<file path="src/rtl/risk_check_requester.sv">
// Risk-check requester: accepts trade / set-max commands, reads or updates the
// per-client risk record in an external cache and reports an accept/reject result.
module risk_check_requester #(
  parameter int TIMEOUT = 64
) (
  input  logic        clk,
  input  logic        rst,
  input  logic        ord_valid,
  output logic        ord_ready,
  input  logic        ord_kind,
  input  logic [9:0]  ord_client,
  input  logic [15:0] ord_qty,
  output logic        creq_valid,
  output logic        creq_rw,
  output logic [13:0] creq_addr,
  output logic [31:0] creq_data,
  input  logic        cres_ready,
  input  logic [31:0] cres_data,
  output logic        res_valid,
  input  logic        res_ready,
  output logic        res_accept,
  output logic [2:0]  res_reason,
  output logic [9:0]  res_client,
  output logic [15:0] n_accept,
  output logic [15:0] n_reject
);

  localparam int CW = $clog2(TIMEOUT + 1);

  localparam logic [2:0] REASON_OK      = 3'd0;
  localparam logic [2:0] REASON_LIMIT   = 3'd1;
  localparam logic [2:0] REASON_NOMAX   = 3'd2;
  localparam logic [2:0] REASON_BADMAX  = 3'd3;
  localparam logic [2:0] REASON_TIMEOUT = 3'd4;

  typedef enum logic [2:0] {
    IDLE,
    RD_REQ,
    CHECK,
    WR_REQ,
    RESP
  } state_t;

  state_t          state;
  state_t          state_next;
  logic            kind;
  logic [9:0]      client;
  logic [15:0]     qty;
  logic [31:0]     rec;
  logic [CW-1:0]   wait_cnt;
  logic            load_result;
  logic            accept_next;
  logic [2:0]      reason_next;
  logic [15:0]     rec_max;
  logic [15:0]     rec_acc;
  logic [16:0]     sum;
  logic            wait_expired;

  // The cache request stays up for TIMEOUT consecutive not-ready cycles at most.
  assign wait_expired = (wait_cnt == CW'(TIMEOUT - 1)) && !cres_ready;

  // State register; reset abandons any command in flight.
  always_ff @(posedge clk) begin
    if (rst) state <= IDLE;
    else     state <= state_next;
  end

  // Next-state decode plus the result to capture when entering RESP.
  always_comb begin
    state_next  = state;
    load_result = 1'b0;
    accept_next = 1'b0;
    reason_next = REASON_OK;
    rec_max     = rec[31:16];
    rec_acc     = rec[15:0];
    sum         = {1'b0, rec_acc} + {1'b0, qty};
    case (state)
      IDLE: begin
        if (ord_valid) begin
          if (!ord_kind) begin
            state_next = RD_REQ;
          end else if (ord_qty >= 16'd2) begin
            state_next = WR_REQ;
          end else begin
            state_next  = RESP;
            load_result = 1'b1;
            reason_next = REASON_BADMAX;
          end
        end
      end
      RD_REQ: begin
        if (cres_ready) begin
          state_next = CHECK;
        end else if (wait_expired) begin
          state_next  = RESP;
          load_result = 1'b1;
          reason_next = REASON_TIMEOUT;
        end
      end
      CHECK: begin
        if (rec_max == 16'd0) begin
          state_next  = RESP;
          load_result = 1'b1;
          reason_next = REASON_NOMAX;
        end else if (sum > {1'b0, rec_max}) begin
          state_next  = RESP;
          load_result = 1'b1;
          reason_next = REASON_LIMIT;
        end else begin
          state_next = WR_REQ;
        end
      end
      WR_REQ: begin
        if (cres_ready) begin
          state_next  = RESP;
          load_result = 1'b1;
          accept_next = 1'b1;
          reason_next = REASON_OK;
        end else if (wait_expired) begin
          state_next  = RESP;
          load_result = 1'b1;
          reason_next = REASON_TIMEOUT;
        end
      end
      RESP: begin
        if (res_ready) state_next = IDLE;
      end
      default: state_next = IDLE;
    endcase
  end

  // Command latch, record capture, wait counter, result fields and statistics.
  always_ff @(posedge clk) begin
    if (rst) begin
      kind       <= 1'b0;
      client     <= '0;
      qty        <= '0;
      rec        <= '0;
      wait_cnt   <= '0;
      res_accept <= 1'b0;
      res_reason <= REASON_OK;
      n_accept   <= '0;
      n_reject   <= '0;
    end else begin
      if (state == IDLE && ord_valid) begin
        kind   <= ord_kind;
        client <= ord_client;
        qty    <= ord_qty;
      end
      if (state == RD_REQ && cres_ready) rec <= cres_data;
      if (state_next != state) begin
        wait_cnt <= '0;
      end else if ((state == RD_REQ || state == WR_REQ) && !cres_ready) begin
        wait_cnt <= wait_cnt + CW'(1);
      end
      if (load_result) begin
        res_accept <= accept_next;
        res_reason <= reason_next;
      end
      if (state == RESP && res_ready) begin
        if (res_accept) begin
          if (n_accept != 16'hFFFF) n_accept <= n_accept + 16'd1;
        end else begin
          if (n_reject != 16'hFFFF) n_reject <= n_reject + 16'd1;
        end
      end
    end
  end

  // Handshake and cache-request outputs decoded from the state and latched command.
  always_comb begin
    ord_ready  = (state == IDLE);
    creq_valid = (state == RD_REQ) || (state == WR_REQ);
    creq_rw    = (state == WR_REQ);
    creq_addr  = {client, 4'b0000};
    creq_data  = 32'h0000_0000;
    if (state == WR_REQ) creq_data = kind ? {qty, 16'h0000} : {16'h0000, qty};
    res_valid  = (state == RESP);
    res_client = client;
  end

endmodule

</file>
<file path="config.mk">
export PLATFORM = sky130hd
export DESIGN_NAME = risk_check_requester
export DESIGN_NICKNAME = d
export VERILOG_FILES = /design/src/rtl/risk_check_requester.sv
export SDC_FILE = /design/constraint.sdc
export NUM_CORES = 1
export LEC_CHECK = 0
export CAP_MARGIN = 15
export CORE_MARGIN = 2
export CORE_UTILIZATION = 45
export DETAILED_ROUTE_END_ITERATION = 12
export GPL_ROUTABILITY_DRIVEN = 0
export GPL_TIMING_DRIVEN = 0
export PLACE_DENSITY = 0.83
export SLEW_MARGIN = 15
export SYNTH_ARGS = -nofsm -noshare
export SYNTH_HDL_FRONTEND = slang
export SYNTH_SLANG_ARGS = --single-unit
</file>
<file path="constraint.sdc">
create_clock -name clk -period 4.2 [get_ports clk]
set_input_delay 1.05 -clock clk [delete_from_list [all_inputs] [get_ports clk]]
set_output_delay 1.05 -clock clk [all_outputs]
set_load 0.01 [all_outputs]
</file>
==> metrics.md, run 1 <==
| Metric | Value |
|---|---|
| Status | `complete, no violations` |
| Sequential cell area | `2102 µm²` |
| Longest Clk Path Bufs | `2` |
| Largest net degree at the start of global routing | `18` |
| Post-synth EDFFs | `0` |
| Core ar. | `12470 µm²` |
| Initial core utilization | `45.71%` |
| Sequential-to-total area share from yosys stat | `36.89%` |
| R2R setup slack | `0.33 ns` |
| Initial antenna violation count | `0` |
| Pre-Repair DR Iteration Count | `4` |
| Most used DFF post-synth | `dfxtp_1` |
| Post-CTS Setup Inserts | `0` |
| Area Overhead vs Synth | `36.69%` |
| Reg-to-reg endpoint | `state[1]$_SDFF_PP0_` |
| Fillcell total | `1104` |
| Max VDD drop | `0.0002556 V` |
| Skew final | `0.01134 ns` |
| Yosys warns | `0` |
| WS Path Type | `reg2reg` |
| Pleak | `2.902 nW` |
| CP Capture Type | `register` |
| Design area | `7789 µm²` |
| Met2 wire length | `7.647 mm` |
| Slowest stage delay, CP | `0.36 ns` |
| DRC viols | `0` |
| Root buffer cell | `clkbuf_16` |
| CTS H-tree lvls | `3` |
| CTS Buf Count | `9` |
| Dpl hpwl | `12.00 mm` |
| Synth Register Bits | `105` |
| WP data arrival | `4.15 ns` |
| Routed len/inst | `14.52 µm` |
| Ant diodes | `0` |
| CP cell instances | `ha_1 > inv_1 > fa_1 > and2b_1 > o31a_2 > o2111a_2 > o41ai_4 > o21bai_1 > a21oi_1 > xnor2_1 > ha_1 > nand3_1 > nor3_2 > a2bb2oi_1 > o211ai_1 > a21oi_2 > nand3_2 > a41oi_2` |
| Maximum fanout along the worst path | `6` |
| Port bufs | `154` |
| Worst-margin pin slew | `0.5775 ns` |
| Syn avg cell area | `7.795 µm²` |
| Vias in the first global route | `5112` |
| Clk slew on worst S/H paths | `0.07 ns` |
| Synth area leader | `dfxtp_1` |
| Pins over their slew limit | `0` |
| Post-Route WL | `15.62 mm` |
| Worst R2R Start | `qty[0]$_SDFFE_PP0P_` |
| Slew headroom | `61.50%` |
| Top-count cell post-synth | `nand2_1` |
| Critical Path Source Type | `register` |
| # clock sinks | `105` |
| Chip Height | `116.5 µm` |
| CTS tree | `yes` |
| First DRT Iteration DRCs | `455` |
| Achievable frequency | `0.2586 GHz` |
| Layout cells sized above 1 | `5.199%` |
| Async set or reset register ratio after synthesis | `0%` |
| Non-Filler Instances | `1076` |
| Post-synthesis cell type count | `57` |
| Critical path's slowest cell | `dfxtp_1` |
| HP Class | `reg2reg` |
| Multi-input gate area | `3286 µm²` |
| Reg2reg path depth | `18` |
| Post-Syn Area | `5698 µm²` |
| CP most frequent cell | `ha_1` |
| Via count | `5544` |
| Met3 WL | `1.167 mm` |
| Min Tclk post-route | `3.867 ns` |
| Met1 WL | `6.514 mm` |
| Final hold viol count | `0` |
| Post-Route Setup TNS | `0 ns` |
| GRT Total Usage | `23.22%` |
| Remaining antenna violation count | `0` |
| Post-place instance area | `7466 µm²` |
| Core Rows | `41` |
| Post-Synthesis Cells | `731` |
| Overflow after GRT | `0` |
| Dpl cells | `1060` |
| Nets | `999` |
| Top Layer Used | `met4` |
| Setup crit start | `qty[0]$_SDFFE_PP0P_` |
| Synth top area share | `36.89%` |
| Setup crit end | `state[1]$_SDFF_PP0_` |
| DIE WIDTH | `116.5 µm` |
| Clk_lat worst skew | `0.36 ns` |
| Final setup vio count | `0` |
| Pwr Density | `423.8 nW/µm²` |
| Final period util | `92.08%` |
| DIE AREA | `13580 µm²` |
| Worst EP required | `4.48 ns` |
| Synth top cells by count | `nand2_1 (155), dfxtp_1 (105), a21oi_1 (89)` |
| RSZ-0062 raised after global routing | `false` |
| Via density | `5.152` |
| First-pass GRT wire length | `24.46 mm` |
| Top cells by area, synth | `dfxtp_1 (37%), nand2_1 (10%), a21oi_1 (7.8%), ha_1 (7.7%), nor2_1 (3.6%)` |
| Ports | `160` |
| Max-cap violations | `0` |
## per-stage QoR
| step | setup slack, ns | util (%) | power [mW] | hold slack [ns] |
|---|---|---|---|---|
| after global placement | 0.08509 | 59.89 | 2.399 | 0.4465 |
| after global routing | 0.04160 | 62.48 | 3.520 | 0.4898 |
| after detailed placement | 0.01343 | 59.89 | 2.424 | 0.4532 |
| final | 0.3327 | 62.48 | 3.301 | 0.4686 |
| after floorplan | 0.5390 | - | 1.992 | 0.4400 |
| after CTS | 0.1215 | 62.44 | 3.314 | 0.4662 |
## area by class of cell
class / instances / area share, %
multi-input cells: 558 / 42.18
clock buffers: 11 / 3.245
flip-flops and latches: 105 / 26.99
well taps: 172 / 2.763
plain buffers: 44 / 2.940
repair buffers: 154 / 19.79
inverters: 27 / 1.301
clock inverters: 5 / 0.7871
## flip-flops by register name (all words and copies together), names as in the netlist
signal and flops:
wait_cnt 7, n_reject 16, res_accept 1, rec 32
state 3, n_accept 16, kind 1, res_reason 3
res_client 10, qty 16
## cell families after synthesis
logic type,synth area share (%)
fa+ha+maj,8.037
buf+inv,5.797
other cells,0.06581
mux,0.9003
compound gates,14.95
xor+xnor,5.995
simple gates,27.36
flops,36.89
## worst min path at each step
| stage | startpoint | slack, ns | to | depth (start not counted) |
|---|---|---|---|---|
| 2_1_floorplan | rec[0]$_SDFFE_PP0P_ | 0.44 | rec[0]$_SDFFE_PP0P_ | 2 |
| 3_3_place_gp | rec[2]$_SDFFE_PP0P_ | 0.45 | rec[2]$_SDFFE_PP0P_ | 2 |
| 3_5_place_dp | rec[4]$_SDFFE_PP0P_ | 0.45 | rec[4]$_SDFFE_PP0P_ | 2 |
| 4_1_cts | rec[8]$_SDFFE_PP0P_ | 0.47 | rec[8]$_SDFFE_PP0P_ | 2 |
| 5_1_grt | rec[11]$_SDFFE_PP0P_ | 0.49 | rec[11]$_SDFFE_PP0P_ | 2 |
| 6_report | rec[3]$_SDFFE_PP0P_ | 0.47 | rec[3]$_SDFFE_PP0P_ | 2 |
## power breakdown
part           internal [mW]  switching [mW]  total, mW
clock network          0.497           0.381      0.878
registers               1.11           0.114       1.22
logic                  0.538           0.664       1.20
total                   2.14            1.16       3.30
## layer usage
metal / GRT usage (%) / up-vias
met5: 0 / -
met2: 40.74 / 174
met4: 6.190 / 0
met1: 27.56 / 2543
met3: 7.109 / 27
li1: - / 2800
## cell usage in the layout (no fill, tap or decap), types with 15 or more instances in the layout
cell	synthesis	final
a21oi_1	89	88
and2_1	31	31
clkbuf_1	26	26
clkdlybuf4s50_1	0	154
dfxtp_1	105	105
ha_1	35	35
inv_1	27	27
nand2_1	155	155
nand3_1	16	16
nand4_1	15	15
nor2_1	54	54
o21ai_0	18	18
xnor2_1	20	20
xor2_1	19	19
## critical path: cells and delay by family, from the launching register on
kind | cells | cell delay (ns)
simple gates | 4 | 0.57
compound gates | 9 | 1.94
buf+inv | 1 | 0.07
fa+ha+maj | 3 | 0.71
flops | 1 | 0.36
xor+xnor | 1 | 0.14
## repair_timing
| action | CTS | global route |
|---|---|---|
| endpoints found under the setup margin | 2 | 7 |
| gates resized for setup | 1 | 1 |
| pin swaps | 0 | 2 |
| hold buffers | 0 | 0 |
Power figures use the tool's default switching activity.
==> run 2, diff against run 1 <==
==> constraint.sdc (replaced) <==
create_clock -name clk -period 4.3 [get_ports clk]
set_input_delay 1.075 -clock clk [delete_from_list [all_inputs] [get_ports clk]]
set_output_delay 1.075 -clock clk [all_outputs]
set_load 0.01 [all_outputs]
==> run 2 against run 1 <==
  * Die area unchanged
  * Worst setup slack better by 0.025 ns
  * Critical path type unchanged
  * Via count fell by 0.47%
  * Clock power fell by 2.4%
  * Core utilization stayed put
  * Count of clock-buffer cells in the layout stayed put
  * Critical path depth stayed put
  * Final cell count unchanged
  * Routed wire length about the same
  * Global-route usage stayed put
  * Register-to-register slack gained 0.02 ns
==> metrics.md, run 2 (synthesized netlist as in run 1, its figures left out) <==
| Metric | Value |
|---|---|
| Clk_lat worst skew | `0.36 ns (about the same)` |
| Skew final | `0.01009 ns (-0.001245 ns)` |
| Root buffer cell | `clkbuf_16` |
| Ant diodes | `0 (unchanged)` |
| Port bufs | `154 (unchanged)` |
| Max-cap violations | `0 (unchanged)` |
| Pre-Repair DR Iteration Count | `5 (+1)` |
| Gate power share | `36.4% (about the same)` |
| DRC viols | `0 (unchanged)` |
| Maximum fanout along the worst path | `6 (unchanged)` |
| Longest Clk Path Bufs | `2 (unchanged)` |
| Pwr Density | `414.0 nW/µm² (-2.3%)` |
| Design area | `7789 µm² (unchanged)` |
| CTS Buf Count | `9 (unchanged)` |
| Post-Route Setup TNS | `0 ns (unchanged)` |
| Non-Filler Instances | `1076 (unchanged)` |
| Worst EP required | `4.58 ns (+0.10 ns)` |
| Final hold viol count | `0 (unchanged)` |
| DIE WIDTH | `116.5 µm (unchanged)` |
| First-pass GRT wire length | `24.51 mm (+0.20%)` |
| Most frequent cells in the layout | `nand2_1 (155), clkdlybuf4s50_1 (154), dfxtp_1 (105), a21oi_1 (88), nor2_1 (54)` |
| HP Class | `reg2reg` |
| WS Path Type | `reg2reg` |
| Sequential power share | `37.0% (about the same)` |
| Worst R2R Start | `qty[0]$_SDFFE_PP0P_` |
| Commonest non-fill, non-tap cell in the layout | `nand2_1` |
| Psw | `1.132 mW (-2.3%)` |
| Worst-margin pin slew | `0.6204 ns (+0.04290 ns)` |
| Worst hold stages | `2 (unchanged)` |
| Hold Path Sink | `rec[3]$_SDFFE_PP0P_` |
| CP Capture Type | `register` |
| Area Overhead vs Synth | `36.69% (unchanged)` |
| Final setup vio count | `0 (unchanged)` |
| Post-CTS Setup Inserts | `0 (unchanged)` |
| Dpl hpwl | `12.00 mm (unchanged)` |
| Worst slack, placed | `0.1134 ns (+0.1000 ns)` |
| Int Pwr | `2.092 mW (-2.3%)` |
| Via count | `5518 (-0.47%)` |
| Final period util | `91.69% (-0.39 points)` |
| GRT Total Usage | `23.22% (unchanged)` |
| Status | `complete, no violations` |
| Largest reg by FF count | `rec` |
| Core Rows | `41 (unchanged)` |
| Nets | `999 (unchanged)` |
| Clock power share | `26.6% (about the same)` |
| Slew headroom | `58.64% (-2.9 points)` |
| Post-place instance area | `7466 µm² (unchanged)` |
| Dpl cells | `1060 (unchanged)` |
| Pleak | `2.902 nW (unchanged)` |
| Clk slew on worst S/H paths | `0.07 ns (about the same)` |
| First DRT Iteration DRCs | `435 (-4.4%)` |
| Overflow after GRT | `0 (unchanged)` |
| Ports | `160 (unchanged)` |
| Reg-to-reg endpoint | `state[1]$_SDFF_PP0_` |
| Remaining antenna violation count | `0 (unchanged)` |
| Max reg flops | `32 (unchanged)` |
| Min Tclk post-route | `3.943 ns (+0.07529 ns)` |
| WP data arrival | `4.22 ns (+0.07 ns)` |
| R2R setup slack | `0.36 ns (+0.02 ns)` |
| Setup crit start | `qty[0]$_SDFFE_PP0P_` |
| Reg2reg path depth | `18 (unchanged)` |
| Largest net degree at the start of global routing | `18 (unchanged)` |
| Achievable frequency | `0.2536 GHz (-1.9%)` |
| CTS resizes | `0 (-1)` |
| Hold Startpoint | `rec[3]$_SDFFE_PP0P_` |
| Initial antenna violation count | `0 (unchanged)` |
| Sw frac | `35.10% (about the same)` |
| Via density | `5.128 (-0.47%)` |
| CTS H-tree lvls | `3 (unchanged)` |
| Post-Route WL | `15.61 mm (about the same)` |
| Chip Height | `116.5 µm (unchanged)` |
| Routed len/inst | `14.50 µm (about the same)` |
| Core ar. | `12470 µm² (unchanged)` |
| CTS tree | `yes` |
| Max VDD drop | `0.0002495 V (-2.4%)` |
| Vias in the first global route | `5124 (+0.23%)` |
| DIE AREA | `13580 µm² (unchanged)` |
| Hold Buf Count CTS | `0 (unchanged)` |
| RSZ-0062 raised after global routing | `false` |
| Initial core utilization | `45.71% (unchanged)` |
| Pins over their slew limit | `0 (unchanged)` |
| Critical Path Source Type | `register` |
| Overall power | `3.224 mW (-2.3%)` |
| Setup WS post-layout | `0.3574 ns (+0.02471 ns)` |
| # clock sinks | `105 (unchanged)` |
| Layout cells sized above 1 | `5.199% (unchanged)` |
[run 2: cell counts in the layout (fill, tap and decap cells not counted)]
No cell type changed its count.
[run 2: stage by stage]
stage	hold slack [ns]	util [%]
after floorplan	0.4400	-
after global placement	0.4465	59.89
after detailed placement	0.4532	59.89
after CTS	0.4662	62.41
after global routing	0.4898	62.48
final	0.4672	62.48
[run 2: power by group through the flow]
stage               Combinational, mW  Sequential [mW]  Clock (mW)
floorplan                       0.762             1.18           0
global placement                 1.13             1.21           0
detailed placement               1.15             1.21           0
CTS                              1.16             1.19       0.873
global route                     1.32             1.21       0.913
finish                           1.18             1.19       0.857
[run 2: layer usage]
metal	vias to the layer above	track usage, %	routed length, µm
met5	-	0	0
met4	0	6.190	272
met3	20	7.109	1082
met2	169	40.78	7733
met1	2532	27.53	6516
li1	2797	-	-
[run 2: worst max-delay path, stage by stage, from the launching register on]
cell and delay, ns:
dfxtp_1 0.36, ha_1 0.25, inv_1 0.07, fa_1 0.20, and2b_1 0.20, o31a_2 0.33
o2111a_2 0.30, o41ai_4 0.37, o21bai_1 0.10, a21oi_1 0.17, xnor2_1 0.14, ha_1 0.26
nand3_1 0.13, nor3_2 0.07, a2bb2oi_1 0.13, o211ai_1 0.12, a21oi_2 0.32, nand3_2 0.17
a41oi_2 0.17
[run 2: cell type report]
type | count | area, µm²
plain buffers | 44 | 229.0
clock buffers | 11 | 252.7
clock inverters | 5 | 61.31
fillers | 1104 | 4677
inverters | 27 | 101.3
multi-input cells | 558 | 3286
flip-flops and latches | 105 | 2102
well taps | 172 | 215.2
repair buffers | 154 | 1541
[run 2: how the worst max path moves through the flow]
stage                                            end  cells after the start
after CTS                        state[1]$_SDFF_PP0_                     17
after global routing      res_reason[0]$_SDFFE_PP0P_                     18
after global placement           state[1]$_SDFF_PP0_                     17
final                            state[1]$_SDFF_PP0_                     18
after floorplan           res_reason[0]$_SDFFE_PP0P_                     18
after detailed placement         state[1]$_SDFF_PP0_                     17
